[config.mk]
export PLATFORM = sky130hd
export DESIGN_NAME = imm_gen_pipe_flat
export DESIGN_NICKNAME = d
export VERILOG_FILES = /design/src/rtl/imm_gen_pipe_if.sv /design/src/rtl/imm_gen_pipe.sv /design/src/flat_wrapper.sv
export SDC_FILE = /design/constraint.sdc
export NUM_CORES = 1
export LEC_CHECK = 0
export CAP_MARGIN = 10
export CORE_MARGIN = 5
export CORE_UTILIZATION = 53
export DETAILED_ROUTE_END_ITERATION = 7
export GPL_ROUTABILITY_DRIVEN = 0
export PLACE_DENSITY = 0.85
export SLEW_MARGIN = 10
export SYNTH_ARGS = -nofsm -noshare
export SYNTH_HDL_FRONTEND = slang
export SYNTH_SLANG_ARGS = --single-unit
[constraint.sdc]
create_clock -name clk -period 4.75 [get_ports clk]
set_input_delay 0.95 -clock clk [delete_from_list [all_inputs] [get_ports clk]]
set_output_delay 0.95 -clock clk [all_outputs]
set_load 0.005 [all_outputs]
[src/rtl/imm_gen_pipe_if.sv]
// imm_gen_pipe_if: instruction-in / immediate-out valid-ready bus for imm_gen_pipe
interface imm_gen_pipe_if #(
  parameter int XLEN  = 32,
  parameter int TAG_W = 32
);
  logic             in_valid;
  logic             in_ready;
  logic [31:0]      in_inst;
  logic [TAG_W-1:0] in_tag;
  logic             out_valid;
  logic             out_ready;
  logic [XLEN-1:0]  out_imm;
  logic [2:0]       out_fmt;
  logic [TAG_W-1:0] out_tag;
  modport master (
    output in_valid, in_inst, in_tag, out_ready,
    input  in_ready, out_valid, out_imm, out_fmt, out_tag
  );
  modport slave (
    input  in_valid, in_inst, in_tag, out_ready,
    output in_ready, out_valid, out_imm, out_fmt, out_tag
  );
endinterface

[src/rtl/imm_gen_pipe.sv]
// imm_gen_pipe: registered RISC-V immediate generator with two-entry skid buffer; IMM_ZICSR_EN adds CSR uimm (Z) decode
module imm_gen_pipe #(
  parameter int XLEN  = 32,
  parameter int TAG_W = 32
) (
  input logic clk,
  input logic reset,
  imm_gen_pipe_if.slave bus
);
  localparam logic [2:0] F_I = 3'd0, F_S = 3'd1, F_B = 3'd2, F_U = 3'd3, F_J = 3'd4, F_Z = 3'd5, F_NONE = 3'd7;
  logic [31:0] inst;
  logic [6:0] op;
  logic [2:0] f3;
  logic shift;
  logic [31:0] raw;
  logic [2:0] fmt;
  logic [XLEN-1:0] imm;
  logic main_v, skid_v, rdy, acc, drn, skid_n;
  logic [XLEN-1:0] main_imm, skid_imm;
  logic [2:0] main_fmt, skid_fmt;
  logic [TAG_W-1:0] main_tag, skid_tag;
  assign inst  = bus.in_inst;
  assign op    = inst[6:0];
  assign f3    = inst[14:12];
  assign shift = f3 == 3'b001 || f3 == 3'b101;
  // raw is a 32-bit signed immediate; zero-extended fields keep raw[31]=0 so one sign cast widens all
  always_comb begin
    raw = '0;
    fmt = F_NONE;
    case (op)
      7'b0000011, 7'b1100111: begin
        raw = {{20{inst[31]}}, inst[31:20]};
        fmt = F_I;
      end
      7'b0010011: begin
        raw = shift ? {26'd0, (XLEN == 64) ? inst[25] : 1'b0, inst[24:20]} : {{20{inst[31]}}, inst[31:20]};
        fmt = F_I;
      end
      7'b0011011: begin
        raw = (XLEN == 64) ? (shift ? {27'd0, inst[24:20]} : {{20{inst[31]}}, inst[31:20]}) : 32'd0;
        fmt = (XLEN == 64) ? F_I : F_NONE;
      end
      7'b0100011: begin
        raw = {{20{inst[31]}}, inst[31:25], inst[11:7]};
        fmt = F_S;
      end
      7'b1100011: begin
        raw = {{20{inst[31]}}, inst[7], inst[30:25], inst[11:8], 1'b0};
        fmt = F_B;
      end
      7'b0110111, 7'b0010111: begin
        raw = {inst[31:12], 12'h000};
        fmt = F_U;
      end
      7'b1101111: begin
        raw = {{12{inst[31]}}, inst[19:12], inst[20], inst[30:21], 1'b0};
        fmt = F_J;
      end
`ifdef IMM_ZICSR_EN
      7'b1110011: begin
        raw = (f3[2] && f3[1:0] != 2'b00) ? {27'd0, inst[19:15]} : 32'd0;
        fmt = (f3[2] && f3[1:0] != 2'b00) ? F_Z : F_NONE;
      end
`endif
      default: ;
    endcase
  end
  assign imm = XLEN'($signed(raw));
  assign acc = bus.in_valid && rdy;
  assign drn = main_v && bus.out_ready;
  // skid only fills when main stays occupied; a drain always empties it into main
  assign skid_n = (acc && main_v && !drn) ? 1'b1 : (drn ? 1'b0 : skid_v);
  always_ff @(posedge clk) begin
    if (reset) begin
      main_v   <= 1'b0;
      skid_v   <= 1'b0;
      rdy      <= 1'b0;
      main_imm <= '0;
      main_fmt <= F_NONE;
      main_tag <= '0;
      skid_imm <= '0;
      skid_fmt <= F_NONE;
      skid_tag <= '0;
    end else begin
      main_v <= acc || skid_v || (main_v && !drn);
      skid_v <= skid_n;
      rdy    <= !skid_n;
      if (drn && skid_v) begin
        main_imm <= skid_imm;
        main_fmt <= skid_fmt;
        main_tag <= skid_tag;
      end else if (acc && (!main_v || drn)) begin
        main_imm <= imm;
        main_fmt <= fmt;
        main_tag <= bus.in_tag;
      end
      if (acc && main_v && !drn) begin
        skid_imm <= imm;
        skid_fmt <= fmt;
        skid_tag <= bus.in_tag;
      end
    end
  end
  assign bus.in_ready  = rdy;
  assign bus.out_valid = main_v;
  assign bus.out_imm   = main_imm;
  assign bus.out_fmt   = main_fmt;
  assign bus.out_tag   = main_tag;
endmodule

[src/flat_wrapper.sv]
// flat-port wrapper written by rule: the top's interface ports become plain ports
module imm_gen_pipe_flat 
#(
  parameter int XLEN  = 32,
  parameter int TAG_W = 32
)
  (clk, reset, bus_in_valid, bus_in_inst, bus_in_tag, bus_out_ready, bus_in_ready, bus_out_valid, bus_out_imm, bus_out_fmt, bus_out_tag);
  imm_gen_pipe_if #(.XLEN(XLEN), .TAG_W(TAG_W)) bus_i ();
  input logic clk;
  input logic reset;
  input wire logic [$bits(bus_i.in_valid)-1:0] bus_in_valid;
  input wire logic [$bits(bus_i.in_inst)-1:0] bus_in_inst;
  input wire logic [$bits(bus_i.in_tag)-1:0] bus_in_tag;
  input wire logic [$bits(bus_i.out_ready)-1:0] bus_out_ready;
  output wire logic [$bits(bus_i.in_ready)-1:0] bus_in_ready;
  output wire logic [$bits(bus_i.out_valid)-1:0] bus_out_valid;
  output wire logic [$bits(bus_i.out_imm)-1:0] bus_out_imm;
  output wire logic [$bits(bus_i.out_fmt)-1:0] bus_out_fmt;
  output wire logic [$bits(bus_i.out_tag)-1:0] bus_out_tag;
  assign bus_i.in_valid = bus_in_valid;
  assign bus_i.in_inst = bus_in_inst;
  assign bus_i.in_tag = bus_in_tag;
  assign bus_i.out_ready = bus_out_ready;
  assign bus_in_ready = bus_i.in_ready;
  assign bus_out_valid = bus_i.out_valid;
  assign bus_out_imm = bus_i.out_imm;
  assign bus_out_fmt = bus_i.out_fmt;
  assign bus_out_tag = bus_i.out_tag;
  imm_gen_pipe #(.XLEN(XLEN), .TAG_W(TAG_W)) u_core (.clk(clk), .reset(reset), .bus(bus_i));
endmodule
==> reports/qor.yml, run 1 <==
grt_pass1_wl_um: 26700
slew-limit-headroom_pct: 35.7
cp.required_ns: 5.17
seq_area_um2: 2740
synth_cell_types: 43
critical_path_arrival_ns: 3.21
clk_pin_slew_ns: 0.06
p_leak_nw: 2.66
worst_setup_path_start_kind: "primary input"
clk_latency_ns: 0.52
met1_length_um: 6780
cts_buffers: 17
drv_slew: 0
post_cts_buffers: 0
slowest_stage: "nand3_2"
die_w_um: 114
clockRootBuffer: "clkbuf_8"
synth.area.top_cells: "dfxtp_1, nand2_1, a21oi_1, a311oi_1, nor2_1"
ys_seq_area_share_pct: 48.2
fin_crit_ns: 2.79
drcViolationCount: 0
met3WireLength_um: 1130
start_util_pct: 54.6
num_antenna_cells: 0
period_share_pct: 58.7
rows: 37
rsz0062_at_grt: "no"
status: "complete, no violations"
peakVddDrop_mv: 0.275
pwr_density_cell_nw_per_um2: 369
placed_cells: 904
highest_layer: "met4"
port_buffers: 136
viasPerCell: 6.18
setup_violations: 0
drive_gt1_share_pct: 6.26
vias: 5778
drt-total-wl_um: 16600
wl_per_cell_um: 17.8
maxCapViolCount: 0
syn-num-nets: 750
wl_met2_um: 8260
worstHoldPathType: "flip-flop to flip-flop"
final-instance-count-excl-fill: 935
fmax_mhz: 359
final_hold_viol_count: 0
ios: 137
cts-hold-fix-buffers: 0
criticalPathCategory: "primary input to flip-flop"
track_usage_pct: 25.1
async_reset_ff_share_pct: 0
total_power_mw: 2.83
fin_setup_tns_ns: 0
worst_pin_slew_ns: 0.964
cp_max_fo: 41
dp_hpwl_um: 10800
antenna_left: 0
critical_path.max_stage_delay_ns: 0.66
synth_edf_count: 0
synth_warnings: 0
grt-ovfl-total: 0
multi_input_area_um2: 2700
grt_pass1_vias: 5494
yosysTopAreaCell: "dfxtp_1"
fin_nets: 855
clockBufferDepth: 2
critPathCaptureType: "flip-flop"
synth_most_common_cell: "nand2_1"
cts_sinks: 137
yosys_most_used_dff: "dfxtp_1"
cts_tree: "done"
syn_area_per_cell_um2: 8.34
drt_iter0_drc: 428
synth_area_um2: 5690
crit_chain: "clkdlybuf4s50_1, nand3_2, nand2_1, o22ai_1, a211oi_1"
synthCells: 682
drtPass1Iterations: 5
fill_cells: 748
synth_seq_cells: 137
die_area_um2: 12900
ctsResizeCount: 0
skew_ns: 0.00574
area_growth_pct: 35.1
yosys.area.top_type_share_pct: 48.2
synth_common_cells: "nand2_1, dfxtp_1, nor2_1"
core-area_um2: 10400
antenna_found_initial: 0
whs_ns: 0.457
grt_max_degree: 66
htreeDepth: 4
die_h_um: 114
kinds of logic (layout without fill, tap and decap cells):
| kind of cell | after synthesis | after routing | synth area share (%) |
|---|---|---|---|
| compound gates | 218 | 218 | 26.5 |
| flops | 137 | 137 | 48.2 |
| buf+inv | 60 | 177 | 4.62 |
| simple gates | 265 | 265 | 20.2 |
| mux | 2 | 2 | 0.352 |
where the power goes:
part / internal, mW / switching (mW) / total [mW]
clock: 0.910 / 0.514 / 1.42
sequential: 1.17 / 0.0151 / 1.19
combinational: 0.108 / 0.112 / 0.220
total: 2.19 / 0.641 / 2.83
area by class of cell:
type                       instances  area share [%]
clock buffer                      18            5.44
multi-input combinational        485            35.1
tap                              136            2.22
inverter                           3           0.147
timing repair buffer             143            18.5
sequential                       137            35.7
clock inverter                    13            2.83
stage by stage:
stage	cell area, µm²	util, %	setup slack, ns
2_1_floorplan	5690	-	2.50
3_3_place_gp	7050	67.6	1.55
3_5_place_dp	7050	67.6	1.49
4_1_cts	7680	73.7	2.03
5_1_grt	7680	73.7	1.81
6_report	7680	73.7	1.96
layout by cell type, fill, tap and decap left out, drive strengths merged, types with 4 or more instances in the layout:
cell type / instances
dfxtp: 137
inv: 6
nand2: 144
bufinv: 5
a22o: 6
a31oi: 8
a21boi: 8
a311oi: 32
o22ai: 13
o21ai: 20
and3: 11
nand3: 8
nor3: 19
a211oi: 29
o2bb2ai: 6
clkdlybuf4s50: 135
nor2: 68
a22oi: 31
nor2b: 4
a21oi: 58
buf: 8
clkbuf: 18
critical path: cells and delay by family:
kind                   cells  cell delay (ns)
AOI/OAI and AO/OA          2             0.41
buffers and inverters      1             0.53
and+or+nand+nor            2             1.32
routing by layer:
| layer | vias up | global-route usage (%) |
|---|---|---|
| met5 | - | 0 |
| met4 | 0 | 9.46 |
| met3 | 52 | 5.25 |
| met2 | 300 | 42.6 |
| met1 | 2746 | 31.4 |
| li1 | 2680 | - |
state kept, by name, summed over array words and instances, names as in the netlist:
name and cells:
u_core.bus.out_tag 32, u_core.skid_imm 32, u_core.bus.out_fmt 3, u_core.skid_tag 32
u_core.bus.in_ready 1, u_core.skid_v 1, u_core.bus.out_valid 1, u_core.bus.out_imm 32
u_core.skid_fmt 3
final timing paths:
check,end,slack (ns),start,depth (start not counted)
setup / recovery,u_core.bus.out_imm[30],1.96,bus_out_ready,5
hold / removal,u_core.skid_tag[31],0.46,u_core.skid_tag[31],2
setup reg to reg,u_core.bus.out_imm[30],2.46,u_core.bus.out_valid,4
hold reg to reg,u_core.skid_tag[31],0.46,u_core.skid_tag[31],2
No activity file was read; power rests on OpenSTA's default activity.
==> run 2: changes to the inputs <==
Settings changed: CORE_UTILIZATION 53 to 45, PLACE_DENSITY 0.85 to 0.76.
Clock period 4.75 ns to 2.3 ns, I/O delays scaled along.
==> run 2 against run 1 <==
Global-route usage decreased by 2.7 points. Die area increased by 16%. Clock power is 100% higher. Non-clock buffer count grew 26. Power is 100% higher. Sequential share of layout area fell by 1.4 points. Cell count is 6.6% higher. Combinational power is 120% higher. Hold slack lost 0.0012 ns. Largest cell class unchanged. Largest power group unchanged.
==> reports/qor.yml, run 2 (synthesized netlist as in run 1, its figures left out) <==
num_antenna_cells: 0  # unchanged
clockRootBuffer: "clkbuf_16"  # was clkbuf_8
fin_crit_ns: 2.12
wl_per_cell_um: 17.1  # was 17.8 µm
cts-hold-fix-buffers: 0  # unchanged
post_cts_buffers: 0  # unchanged
criticalPathCategory: "primary input to flip-flop"  # unchanged
dpl_worst_slack_ns: -0.175  # was 1.49 ns
worst_setup_path_start_kind: "primary input"  # unchanged
crit_family: "simple AND/OR/NAND/NOR gates"  # unchanged
clockBufferDepth: 2  # unchanged
cts_buffers: 17  # unchanged
skew_ns: 0.00678  # was 0.00574 ns
area_growth_pct: 40.8  # was 35.1%
clk_latency_ns: 0.41  # was 0.52 ns
placed_cells: 966  # was 904
critical_path_arrival_ns: 2.46  # was 3.21 ns
fin_setup_tns_ns: 0  # unchanged
ios: 137  # unchanged
fmax_mhz: 472
p_leak_nw: 2.82  # was 2.66 nW
drt_iter0_drc: 510  # was 428
crit_chain: "clkdlybuf4s50_1, and2_1, nand3_1, and3_1, nor3_4, o2bb2ai_1"  # was clkdlybuf4s50_1, nand3_2, nand2_1, o22ai_1, a211oi_1
die_area_um2: 15000  # was 12,900 µm²
cts_sinks: 137  # unchanged
final-instance-count-excl-fill: 997  # was 935
clk_pin_slew_ns: 0.06  # about the same
ctsResizeCount: 0  # unchanged
rows: 41  # was 37
antenna_left: 0  # unchanged
cp.required_ns: 2.64  # was 5.17 ns
rsz0062_at_grt: "no"  # unchanged
grt-ovfl-total: 0  # unchanged
setup_violations: 0  # unchanged
die_h_um: 122  # was 114 µm
worst_pin_slew_ns: 0.502  # was 0.964 ns
cp_max_fo: 6  # was 41
drcViolationCount: 0  # unchanged
layout_common_cells: "nand2_1, dfxtp_1, clkdlybuf4s50_1, nor2_1, a21oi_1"  # unchanged
track_usage_pct: 22.5  # was 25.1%
vias: 5780  # was 5,778
die_w_um: 122  # was 114 µm
final_hold_viol_count: 0  # unchanged
fin_nets: 881  # was 855
timing.final.ws_setup_ns: 0.180  # was 1.96 ns
final_common_cell: "nand2_1"  # unchanged
viasPerCell: 5.80  # was 6.18
port_buffers: 136  # unchanged
period_share_pct: 92.2
antenna_found_initial: 0  # unchanged
grt_max_degree: 99  # was 66
pwr_density_cell_nw_per_um2: 723  # was 369 nW/µm²
critical_path.max_stage_delay_ns: 0.50  # was 0.66 ns
grt_pass1_vias: 5487  # was 5,494
start_util_pct: 45.4  # was 54.6%
slew-limit-headroom_pct: 66.5  # was 35.7%
slowest_stage: "clkdlybuf4s50_1"  # was nand3_2
maxCapViolCount: 0  # unchanged
cts_tree: "done"  # unchanged
critPathCaptureType: "flip-flop"  # unchanged
core-area_um2: 12500  # was 10,400 µm²
drt-total-wl_um: 17000  # was 16,600 µm
dp_hpwl_um: 11500  # was 10,800 µm
drive_gt1_share_pct: 9.21  # was 6.26%
drv_slew: 0  # unchanged
worstHoldPathType: "flip-flop to flip-flop"  # unchanged
peakVddDrop_mv: 0.502  # was 0.275 mV
drtPass1Iterations: 8  # was 5
htreeDepth: 4  # unchanged
whs_ns: 0.456  # was 0.457 ns
status: "complete, no violations"  # unchanged
crit_buf_inv: 1  # unchanged
grt_pass1_wl_um: 27100  # was 26,700 µm
-- run 2: changes by cell type in the layout (fill, tap and decap cells not counted), sizes merged --
cell	before	now
buf	8	34
clkinvlp	2	3
clkinv	3	5
clkbuf	18	19
bufinv	5	4
inv	6	3
-- run 2: area by class of cell --
| cell class | instances | area [µm²] |
|---|---|---|
| Sequential cell | 137 | 2740 |
| Timing Repair Buffer | 169 | 1720 |
| Fill cell | 1055 | 4510 |
| Tap cell | 172 | 215 |
| Clock inverter | 12 | 175 |
| Inverter | 3 | 11.3 |
| Multi-Input combinational cell | 485 | 2700 |
| Clock buffer | 19 | 443 |
-- run 2: where the power goes --
part           total [mW]  leakage (nW)  internal, mW  switching, mW
combinational       0.494          1.41         0.253          0.241
clock                2.84         0.295          1.83           1.01
sequential           2.45          1.11          2.42         0.0292
total                5.79          2.82          4.51           1.28
-- run 2: worst reg2reg max path, stage by stage (launching register included) --
cell and delay (ns):
dfxtp_1 0.35, nand2b_1 0.20, nand3_1 0.31, nand2_1 0.22, buf_12 0.15, o22ai_1 0.10, a211oi_1 0.27
-- run 2: layer usage --
metal	routed length [µm]	part of all wire (%)	global-route usage, %
met1	7010	41	28.5
met2	8520	50	37.8
met3	1160	6.8	4.33
met4	357	2.1	8.89
met5	0	0	0
-- run 2: stage by stage --
step,instance area [µm²],util [%],power [mW]
final,8000,63.9,5.79
after global routing,8000,63.9,5.97
after CTS,8000,63.9,5.81
after detailed placement,7390,59.0,2.99
after global placement,7390,59.0,2.97
after floorplan,5690,-,2.69
-- run 2: final timing paths --
check	end	depth (start not counted)	start	slack [ns]
max	u_core.bus.out_imm[5]	6	bus_in_inst[0]	0.18
min	u_core.skid_tag[24]	2	u_core.skid_tag[24]	0.46
max reg2reg	u_core.bus.out_imm[28]	6	u_core.bus.out_valid	0.60
min reg2reg	u_core.skid_tag[24]	2	u_core.skid_tag[24]	0.46
==> run 3: changes to the inputs <==
Settings changed: SETUP_SLACK_MARGIN set to 0.3, SLEW_MARGIN 10 to not set.
==> run 3 against run 2 <==
Global-route usage about the same. Clock-buffer cell count unchanged. Sequential power about the same.
==> reports/qor.yml, run 3 (synthesized netlist as in run 1, its figures left out) <==
status: "complete, no violations"  # unchanged
track_usage_pct: 22.5  # about the same
core-area_um2: 12500  # unchanged
skew_ns: 0.00676  # was 0.00678 ns
die_area_um2: 15000  # unchanged
clk_latency_ns: 0.41  # about the same
final_hold_viol_count: 0  # unchanged
rrSetupSlack_ns: 0.64  # was 0.60 ns
cp.required_ns: 2.61  # was 2.64 ns
cts_tree: "done"  # unchanged
grt_pass1_vias: 5488  # was 5,487
min-delay-start: "u_core.skid_tag[15]"  # was u_core.skid_tag[24]
pwr_density_cell_nw_per_um2: 720  # was 723 nW/µm²
cts-hold-fix-buffers: 0  # unchanged
grt_pass1_wl_um: 27200  # was 27,100 µm
period_share_pct: 85.3  # was 92.2%
dpl_cell_area_um2: 7390  # unchanged
met1_length_um: 7020  # was 7010 µm
worst_setup_path_start_kind: "primary input"  # unchanged
fin_area_um2: 8050  # was 8000 µm²
critPathCaptureType: "flip-flop"  # unchanged
fmax_mhz: 510  # was 472 MHz
viasPerCell: 5.83  # was 5.80
wl_met2_um: 8530  # was 8520 µm
final-instance-count-excl-fill: 998  # was 997
fin_crit_ns: 1.96  # was 2.12 ns
fin_nets: 882  # was 881
area_growth_pct: 41.7  # was 40.8%
clockBufferDepth: 2  # unchanged
grt-ovfl-total: 0  # unchanged
port_buffers: 136  # unchanged
p_seq_share_pct: 42.3  # was 42.4%
cts_sinks: 137  # unchanged
cp_max_fo: 11  # was 6
die_w_um: 122  # unchanged
holdPathEnd: "u_core.skid_tag[15]"  # was u_core.skid_tag[24]
drtPass1Iterations: 5  # was 8
num_antenna_cells: 0  # unchanged
maxCapViolCount: 0  # unchanged
antenna_found_initial: 0  # unchanged
wl_per_cell_um: 17.3  # was 17.1 µm
total_power_mw: 5.80  # was 5.79 mW
worstRegToRegCells: 6  # unchanged
vias: 5818  # was 5,780
grt_max_degree: 99  # unchanged
cts_buffers: 17  # unchanged
drv_slew: 0  # unchanged
criticalPathCategory: "primary input to flip-flop"  # unchanged
netSwitchingFraction_pct: 22.2  # was 22.1%
slew-limit-headroom_pct: 67.4  # was 66.5%
critical_path_arrival_ns: 2.27  # was 2.46 ns
fin_setup_tns_ns: 0  # unchanged
p_leak_nw: 2.85  # was 2.82 nW
setup_violations: 0  # unchanged
clk_pin_slew_ns: 0.06  # about the same
fill_cells: 1046  # was 1,055
met3WireLength_um: 1300  # was 1160 µm
highest_layer: "met4"  # unchanged
drcViolationCount: 0  # unchanged
antenna_left: 0  # unchanged
drt_iter0_drc: 532  # was 510
worstHoldPathType: "flip-flop to flip-flop"  # unchanged
placed_cells: 966  # unchanged
die_h_um: 122  # unchanged
r2r-start: "u_core.bus.out_valid"  # unchanged
layout_common_cells: "nand2_1, dfxtp_1, clkdlybuf4s50_1, nor2_1, a21oi_1"  # unchanged
final_common_cell: "nand2_1"  # unchanged
p_int_mw: 4.51  # about the same
combPwrFrac_pct: 8.6  # was 8.5%
rr_endpoint: "u_core.bus.out_imm[28]"  # unchanged
clockPowerShare_pct: 49.1  # about the same
drt-total-wl_um: 17200  # was 17,000 µm
ios: 137  # unchanged
dp_hpwl_um: 11500  # unchanged
start_util_pct: 45.4  # unchanged
worst_pin_slew_ns: 0.489  # was 0.502 ns
rows: 41  # unchanged
peakVddDrop_mv: 0.504  # was 0.502 mV
min_path_cells: 2  # unchanged
p_switching_mw: 1.29  # was 1.28 mW
clockRootBuffer: "clkbuf_16"  # unchanged
postLayoutCoreUtil_pct: 64.3  # was 63.9%
drive_gt1_share_pct: 9.93  # was 9.21%
htreeDepth: 4  # unchanged
rsz0062_at_grt: "yes"  # was no
## run 3: worst max-delay path by stage
| stage | from | end | slack [ns] | depth (start not counted) |
|---|---|---|---|---|
| 4_1_cts | bus_in_inst[3] | u_core.skid_imm[18] | 0.30 | 6 |
| 3_3_place_gp | bus_in_inst[1] | u_core.bus.out_imm[9] | -0.1 | 6 |
| 5_1_grt | bus_in_inst[3] | u_core.skid_imm[26] | 0.27 | 7 |
| 2_1_floorplan | bus_in_inst[2] | u_core.bus.out_imm[10] | 0.54 | 6 |
| 6_report | bus_in_inst[3] | u_core.skid_imm[26] | 0.34 | 7 |
| 3_5_place_dp | bus_in_inst[0] | u_core.bus.out_imm[5] | -0.18 | 6 |
## run 3: final cells by class
| class | count | area [µm²] | area share (%) |
|---|---|---|---|
| Tap cell | 172 | 215 | 2.67 |
| Sequential cell | 137 | 2740 | 34.1 |
| Timing Repair Buffer | 170 | 1750 | 21.7 |
| Clock buffer | 19 | 443 | 5.50 |
| Multi-Input combinational cell | 485 | 2720 | 33.8 |
| Inverter | 3 | 11.3 | 0.140 |
| Clock inverter | 12 | 175 | 2.17 |
## run 3: metal layers
| layer | track usage [%] | vias up |
|---|---|---|
| met4 | 8.89 | 0 |
| met5 | 0 | - |
| met2 | 37.9 | 254 |
| met1 | 28.5 | 2816 |
| met3 | 4.33 | 27 |
| li1 | - | 2721 |
## run 3: stage by stage
stage,hold WS (ns),setup WS [ns]
final,0.453,0.338
after global routing,0.473,0.267
after CTS,0.455,0.304
after detailed placement,0.447,-0.175
after global placement,0.442,-0.0974
after floorplan,0.433,0.540
## run 3: timing repair
item,in CTS,in global routing
pin swaps,0,2
buffers inserted,0,1
cloned,0,0
resized for setup,1,15
endpoints found under the setup margin,14,49
## run 3: power groups by stage
| stage | combinational (mW) | sequential (mW) | clock, mW |
|---|---|---|---|
| global route | 0.536 | 2.46 | 2.99 |
| detailed placement | 0.488 | 2.50 | 0 |
| finish | 0.501 | 2.45 | 2.84 |
| CTS | 0.492 | 2.45 | 2.87 |
| global placement | 0.475 | 2.50 | 0 |
| floorplan | 0.192 | 2.50 | 0 |
## run 3: worst max-delay path, cell delays in order
cell	delay, ns
clkdlybuf4s50_1	0.58
nor2_2	0.24
nand3_2	0.20
a31oi_4	0.26
buf_12	0.16
a21oi_1	0.07
a211oi_1	0.30
==> edit 1, RTL diff (config.mk and constraints of run 3) <==
`TAG_W` is set to 32 in 3 places; all go to 16.
--- a/src/rtl/imm_gen_pipe_if.sv
+++ b/src/rtl/imm_gen_pipe_if.sv
@@ -1,7 +1,7 @@
 // imm_gen_pipe_if: instruction-in / immediate-out valid-ready bus for imm_gen_pipe
 interface imm_gen_pipe_if #(
   parameter int XLEN  = 32,
-  parameter int TAG_W = 32
+  parameter int TAG_W = 16
 );
   logic             in_valid;
   logic             in_ready;
--- a/src/rtl/imm_gen_pipe.sv
+++ b/src/rtl/imm_gen_pipe.sv
@@ -1,7 +1,7 @@
 // imm_gen_pipe: registered RISC-V immediate generator with two-entry skid buffer; IMM_ZICSR_EN adds CSR uimm (Z) decode
 module imm_gen_pipe #(
   parameter int XLEN  = 32,
-  parameter int TAG_W = 32
+  parameter int TAG_W = 16
 ) (
   input logic clk,
   input logic reset,
--- a/src/flat_wrapper.sv
+++ b/src/flat_wrapper.sv
@@ -2,7 +2,7 @@
 module imm_gen_pipe_flat 
 #(
   parameter int XLEN  = 32,
-  parameter int TAG_W = 32
+  parameter int TAG_W = 16
 )
   (clk, reset, bus_in_valid, bus_in_inst, bus_in_tag, bus_out_ready, bus_in_ready, bus_out_valid, bus_out_imm, bus_out_fmt, bus_out_tag);
   imm_gen_pipe_if #(.XLEN(XLEN), .TAG_W(TAG_W)) bus_i ();
Interface: changed (resized bus_in_tag and bus_out_tag); port bits go from 137 to 105. The function was not compared with the original's and may differ.
==> edit 1 against run 3 <==
- setup slack got worse by 0.019 ns
- cell area shrank 23%
- maximum frequency down 0.97%
- hold slack better by 0.0082 ns
- synthesized area decreased by 21%
- critical path depth stayed put
- register-to-register slack lost 0.12 ns
- sequential cell count down 32
- routed wire length shrank 19%
- combinational power decreased by 22%
- total power fell by 40%
- synthesized cell count decreased by 18%
- critical endpoint is now u_core.bus.out_imm[14]
- largest cell class is now multi-input gates
==> edit 1: results (changes against run 3) <==
* Status: finished clean (unchanged)
* Largest net degree at the start of global routing at 60 (was 99)
* Post-synth net total at 608 (was 750)
* Worst path max stage delay at 0.53 ns (was 0.58 ns)
* Diodes inserted at 0 (unchanged)
* Hold_sp: u_core.skid_tag[9] (was u_core.skid_tag[15])
* Routed len/inst at 17.31 µm (was 17.27 µm)
* Top cells by area, synth: dfxtp_1 47%, nand2_1 7.8%, a21oi_1 7.5%, a22oi_1 5.0%, nor2_1 3.8% (was dfxtp_1 48%, nand2_1 9.5%, a21oi_1 5.0%, a311oi_1 4.9%, nor2_1 4.5%)
* Library cells used by synthesis at 37 (was 43)
* LEAKAGE at 2.164 nW (was 2.848 nW)
* Vias in the first global route at 4617 (was 5488)
* Worst Hold End: u_core.skid_tag[9] (was u_core.skid_tag[15])
* CTS Buf Count at 9 (was 17)
* Worst EP arrival at 2.21 ns (was 2.27 ns)
* DR pass1 iterations at 5 (unchanged)
* Worst Hold Depth at 2 (unchanged)
* Reg2Reg Depth at 6 (unchanged)
* Worst Skew at 0.01869 ns (was 0.006756 ns)
* DR vias/cell at 5.773 (was 5.830)
* Synth cell count leaders: 105 x dfxtp_1, 93 x nand2_1, 67 x a21oi_1 (was 144 x nand2_1, 137 x dfxtp_1, 68 x nor2_1)
* I/O Buffers at 104 (was 136)
* Dpl hpwl at 9.008 mm (was 11.52 mm)
* Seq/Total Area, Yosys at 46.76% (was 48.24%)
* First-pass GRT wire length at 22.20 mm (was 27.17 mm)
* Net Sw Power at 0.0008834 W (was 0.001287 W)
* Worst Hold Class: reg -> reg (unchanged)
* Max Fanout on Critical Path at 38 (was 11)
* CTS H-tree depth at 3 (was 4)
* NumNets Final at 717 (was 882)
* DRT iter0 DRCs at 410 (was 532)
* FILL cells at 837 (was 1046)
* Peak supply drop at 0.0003747 V (was 0.0005038 V)
* Clock latency on the worst-skew pair at 0.37 ns (was 0.41 ns)
* Maximum clock insertion buffer count at 2 (unchanged)
* GRT Total Usage at 22.80% (was 22.52%)
* Clk pin slew, worst setup/hold paths at 0.10 ns (was 0.06 ns)
* CP max-delay cell: clkdlybuf4s50_1 (unchanged)
* Critical register-to-register path endpoint: u_core.bus.out_imm[14] (was u_core.bus.out_imm[28])
* Slew @ Worst Pin at 0.7374 ns (was 0.4888 ns)
* GRT overflow at 0 (unchanged)
* Root Buffer: clkbuf_8 (was clkbuf_16)
* Flop-to-flop setup slack at 0.52 ns (was 0.64 ns)
* Share of cells above drive strength 1 at 11.79% (was 9.927%)
-- edit 1: changes by cell type after synthesis, sizes merged, moves of 11 or more --
cell    delta
nor2      -23
a311oi    -16
o21ai     +20
and2      +11
dfxtp     -32
nand2     -51
a211oi    -25
-- edit 1: cells by family after synthesis --
family / count (synthesis) / synth area share, %
AND/OR/NAND/NOR: 207 / 20.51
AO/OA/AOI/OAI: 193 / 27.94
buffers and inverters: 51 / 4.787
flip-flops: 105 / 46.76
-- edit 1: area by class of cell --
| class | count | area [µm²] | area share [%] |
|---|---|---|---|
| Tap cell | 133 | 166.4 | 2.676 |
| Multi-Input combinational cell | 401 | 2233 | 35.91 |
| Timing Repair Buffer | 145 | 1504 | 24.18 |
| Clock buffer | 9 | 123.9 | 1.992 |
| Clock inverter | 7 | 78.83 | 1.267 |
| Sequential cell | 105 | 2102 | 33.80 |
| Inverter | 3 | 11.26 | 0.1810 |
-- edit 1: routing by layer --
metal  wire length, µm  global-route usage [%]  vias to the layer above
met5                 0                       0                        -
met4               197                   6.589                        0
met3               960                   4.756                       22
met2              6846                   37.87                      192
met1              5892                   29.82                     2211
li1                  -                       -                     2211
-- edit 1: worst max path at each step --
stage	from	endpoint	slack (ns)	cells past startpoint
6_report	bus_out_ready	u_core.bus.out_imm[14]	0.32	7
3_3_place_gp	bus_out_ready	u_core.bus.out_imm[11]	-0.32	6
2_1_floorplan	bus_in_inst[5]	u_core.bus.out_imm[18]	0.31	6
3_5_place_dp	bus_out_ready	u_core.bus.out_imm[15]	-0.40	6
4_1_cts	bus_in_inst[3]	u_core.skid_imm[27]	0.26	9
5_1_grt	bus_out_ready	u_core.bus.out_tag[8]	0.25	6
-- edit 1: stage by stage --
step           hold slack, ns  util (%)  setup slack [ns]  cells  cell area, µm²
3_5_place_dp           0.4485     59.95           -0.3965    780            5859
5_1_grt                0.4868     63.63            0.2498    803            6220
4_1_cts                0.4632     63.42            0.2562    802            6198
3_3_place_gp           0.4391     59.95           -0.3164    780            5859
6_report               0.4613     63.63            0.3184    803            6220
2_1_floorplan          0.4323         -            0.3065    556            4496
-- edit 1: power by group through the flow --
stage	Combinational, W	Sequential (W)	Clock, W
after floorplan	0.000148	0.00191	0
after global placement	0.000371	0.00191	0
after detailed placement	0.000378	0.00191	0
after CTS	0.000388	0.00187	0.00120
after global routing	0.000424	0.00187	0.00128
final	0.000393	0.00187	0.00119
-- edit 1: worst max-delay path, delay by kind of cell --
kind / cells / cell delay, ns
AND/OR/NAND/NOR: 2 / 0.46
buffers and inverters: 3 / 1.05
AO/OA/AOI/OAI: 2 / 0.20
-- edit 1: what timing repair did --
action / CTS / global route
endpoints found under the hold margin: 0 / 0
setup buffers: 3 / 0
endpoints found under the setup margin: 58 / 25
gates resized for setup: 39 / 3
cloned: 3 / 1
pin swaps: 21 / 2
==> edit 2, RTL diff (flow settings as in run 3) <==
Without the edit above. Reset style: asynchronous (`reset`), changed in one clocked block.
--- a/src/rtl/imm_gen_pipe.sv
+++ b/src/rtl/imm_gen_pipe.sv
@@ -70,7 +70,7 @@
   assign drn = main_v && bus.out_ready;
   // skid only fills when main stays occupied; a drain always empties it into main
   assign skid_n = (acc && main_v && !drn) ? 1'b1 : (drn ? 1'b0 : skid_v);
-  always_ff @(posedge clk) begin
+  always_ff @(posedge clk or posedge reset) begin
     if (reset) begin
       main_v   <= 1'b0;
       skid_v   <= 1'b0;
Behaviour: differs if reset is asserted again (counterexample within 4 cycles, from zero or initial values and one cycle with reset high); with reset held inactive, the same outputs for 4 cycles.
==> edit 2 against run 3 <==
- sequential cell count unchanged
- cell area is 4.3% higher
- routed wire length decreased by 2.2%
- first-iteration DRC count up 13%
- synthesized area is 4.7% higher
- maximum frequency barely moved
- non-clock buffer count stayed put
- setup slack worse by 0.0018 ns
- via count decreased by 5.7%
- synthesized cell count fell by 4.4%
Power is not compared: it rests on default switching activity, and its combinational part moved more than twofold at a synthesized area within 25%.
==> edit 2: results (changes against run 3) <==
* NumNets Final at 864 (was 882)
* Mux contribution to synthesized area at 0.1682% (was 0.3521%)
* Post-Synth XOR/XNOR Area at 0.1472% (was 0%)
* Post-Place Cells at 953 (was 966)
* GRT Total Usage at 21.41% (was 22.52%)
* Worst Skew at 0.006548 ns (was 0.006756 ns)
* Top_reg_cell synth: dfrtp_1 (was dfxtp_1)
* Status: finished clean (unchanged)
* Post-synthesis compound-gate area fraction at 18.33% (was 26.54%)
* Synth cell count leaders: 189 x nand2_1, 131 x dfrtp_1, 68 x nor2_1 (was 144 x nand2_1, 137 x dfxtp_1, 68 x nor2_1)
* DR vias/cell at 5.568 (was 5.830)
* Largest net degree at the start of global routing at 89 (was 99)
* Pre-CTS setup slack at -0.1826 ns (was -0.1753 ns)
* Top cells by area, synth: dfrtp_1 55%, nand2_1 12%, nor2_1 4.3%, a31oi_1 4.2%, a21oi_1 2.9% (was dfxtp_1 48%, nand2_1 9.5%, a21oi_1 5.0%, a311oi_1 4.9%, nor2_1 4.5%)
* Share of cells above drive strength 1 at 10.75% (was 9.927%)
* Non-Filler Instances at 985 (was 998)
* DP Area at 7709 µm² (was 7386 µm²)
* M2 GR Usage at 33.47% (was 37.86%)
* Rel. slew slack at 58.97% (was 67.38%)
* Post-Route WL at 16.85 mm (was 17.24 mm)
* DRT iter0 DRCs at 602 (was 532)
* Post-Synthesis Mean Instance Area at 9.129 µm² (was 8.336 µm²)
* Post-synth ARST share at 100.0% (was 0%)
* Library cells used by synthesis at 44 (was 43)
* First-pass GRT wire length at 27.28 mm (was 27.17 mm)
* Seq/Total Area, Yosys at 57.73% (was 48.24%)
==> edit 2: changes by cell type in the layout (fill, tap and decap cells not counted), moves of 8 or more <==
| cell | change |
|---|---|
| a31oi_1 | +34 |
| a22oi_1 | -20 |
| a21boi_1 | -8 |
| o21ai_1 | +22 |
| and3_1 | -9 |
| dfxtp_1 | -137 |
| a21oi_1 | -24 |
| dfrtp_1 | +131 |
| a311oi_1 | -32 |
| a221oi_1 | +12 |
| a211oi_1 | -27 |
| nand2_1 | +44 |
| nor3_1 | -10 |
==> edit 2: repair_timing <==
action / CTS / global route
endpoints found under the hold margin: 0 / 0
endpoints found under the setup margin: 34 / 39
setup buffers: 0 / 0
pin swaps: 0 / 3
gates resized for setup: 1 / 5
==> edit 2: critical path, stage by stage <==
cell	delay, ns
clkdlybuf4s50_1	0.46
or4_4	0.59
nor3_2	0.33
o211ai_1	0.16
buf_4	0.21
o21ai_1	0.10
==> edit 2: cells by family (layout without fill, tap and decap cells) <==
family	Yosys count	in the layout
XOR/XNOR	1	1
buffers and inverters	50	207
AND/OR/NAND/NOR	293	293
multiplexers	1	1
flip-flops	137	137
AO/OA/AOI/OAI	170	170
==> edit 2: metal layers <==
| metal | up-vias | part of all wire (%) |
|---|---|---|
| met5 | - | 0 |
| met4 | 0 | 1.5 |
| met3 | 19 | 6.8 |
| met2 | 231 | 48 |
| met1 | 2701 | 44 |
| li1 | 2533 | - |
==> edit 2: worst paths after layout <==
kind	start	to	slack (ns)	cells past startpoint
setup reg to reg	u_core.bus.out_valid	u_core.bus.out_imm[24]	0.52	5
max in group asynchronous	reset	u_core.bus.out_imm[11]	1.26	3
hold reg to reg	u_core.skid_fmt[2]	u_core.skid_fmt[2]	0.46	2
hold / removal	u_core.skid_fmt[2]	u_core.skid_fmt[2]	0.46	2
setup / recovery	bus_in_inst[6]	u_core.bus.out_imm[29]	0.34	6
min in group asynchronous	reset	u_core.skid_tag[12]	0.51	3
==> edit 2: cell type report <==
class / instances / area [µm²] / area share (%)
flip-flops and latches: 137 / 3436 / 40.90
multi-input cells: 465 / 2379 / 28.31
repair buffers: 170 / 1682 / 20.02
clock buffers: 26 / 529.3 / 6.300
well taps: 176 / 220.2 / 2.621
clock inverters: 6 / 132.6 / 1.579
inverters: 5 / 22.52 / 0.2681
==> edit 2: power by group through the flow <==
stage | Clock, W | Combinational, W | Sequential [W]
final | 0.00300 | 0.00343 | 0.00407
after global routing | 0.00316 | 0.00377 | 0.00417
after CTS | 0.00305 | 0.00345 | 0.00406
after detailed placement | 0 | 0.00343 | 0.00408
after global placement | 0 | 0.00331 | 0.00404
after floorplan | 0 | 0.00163 | 0.00399
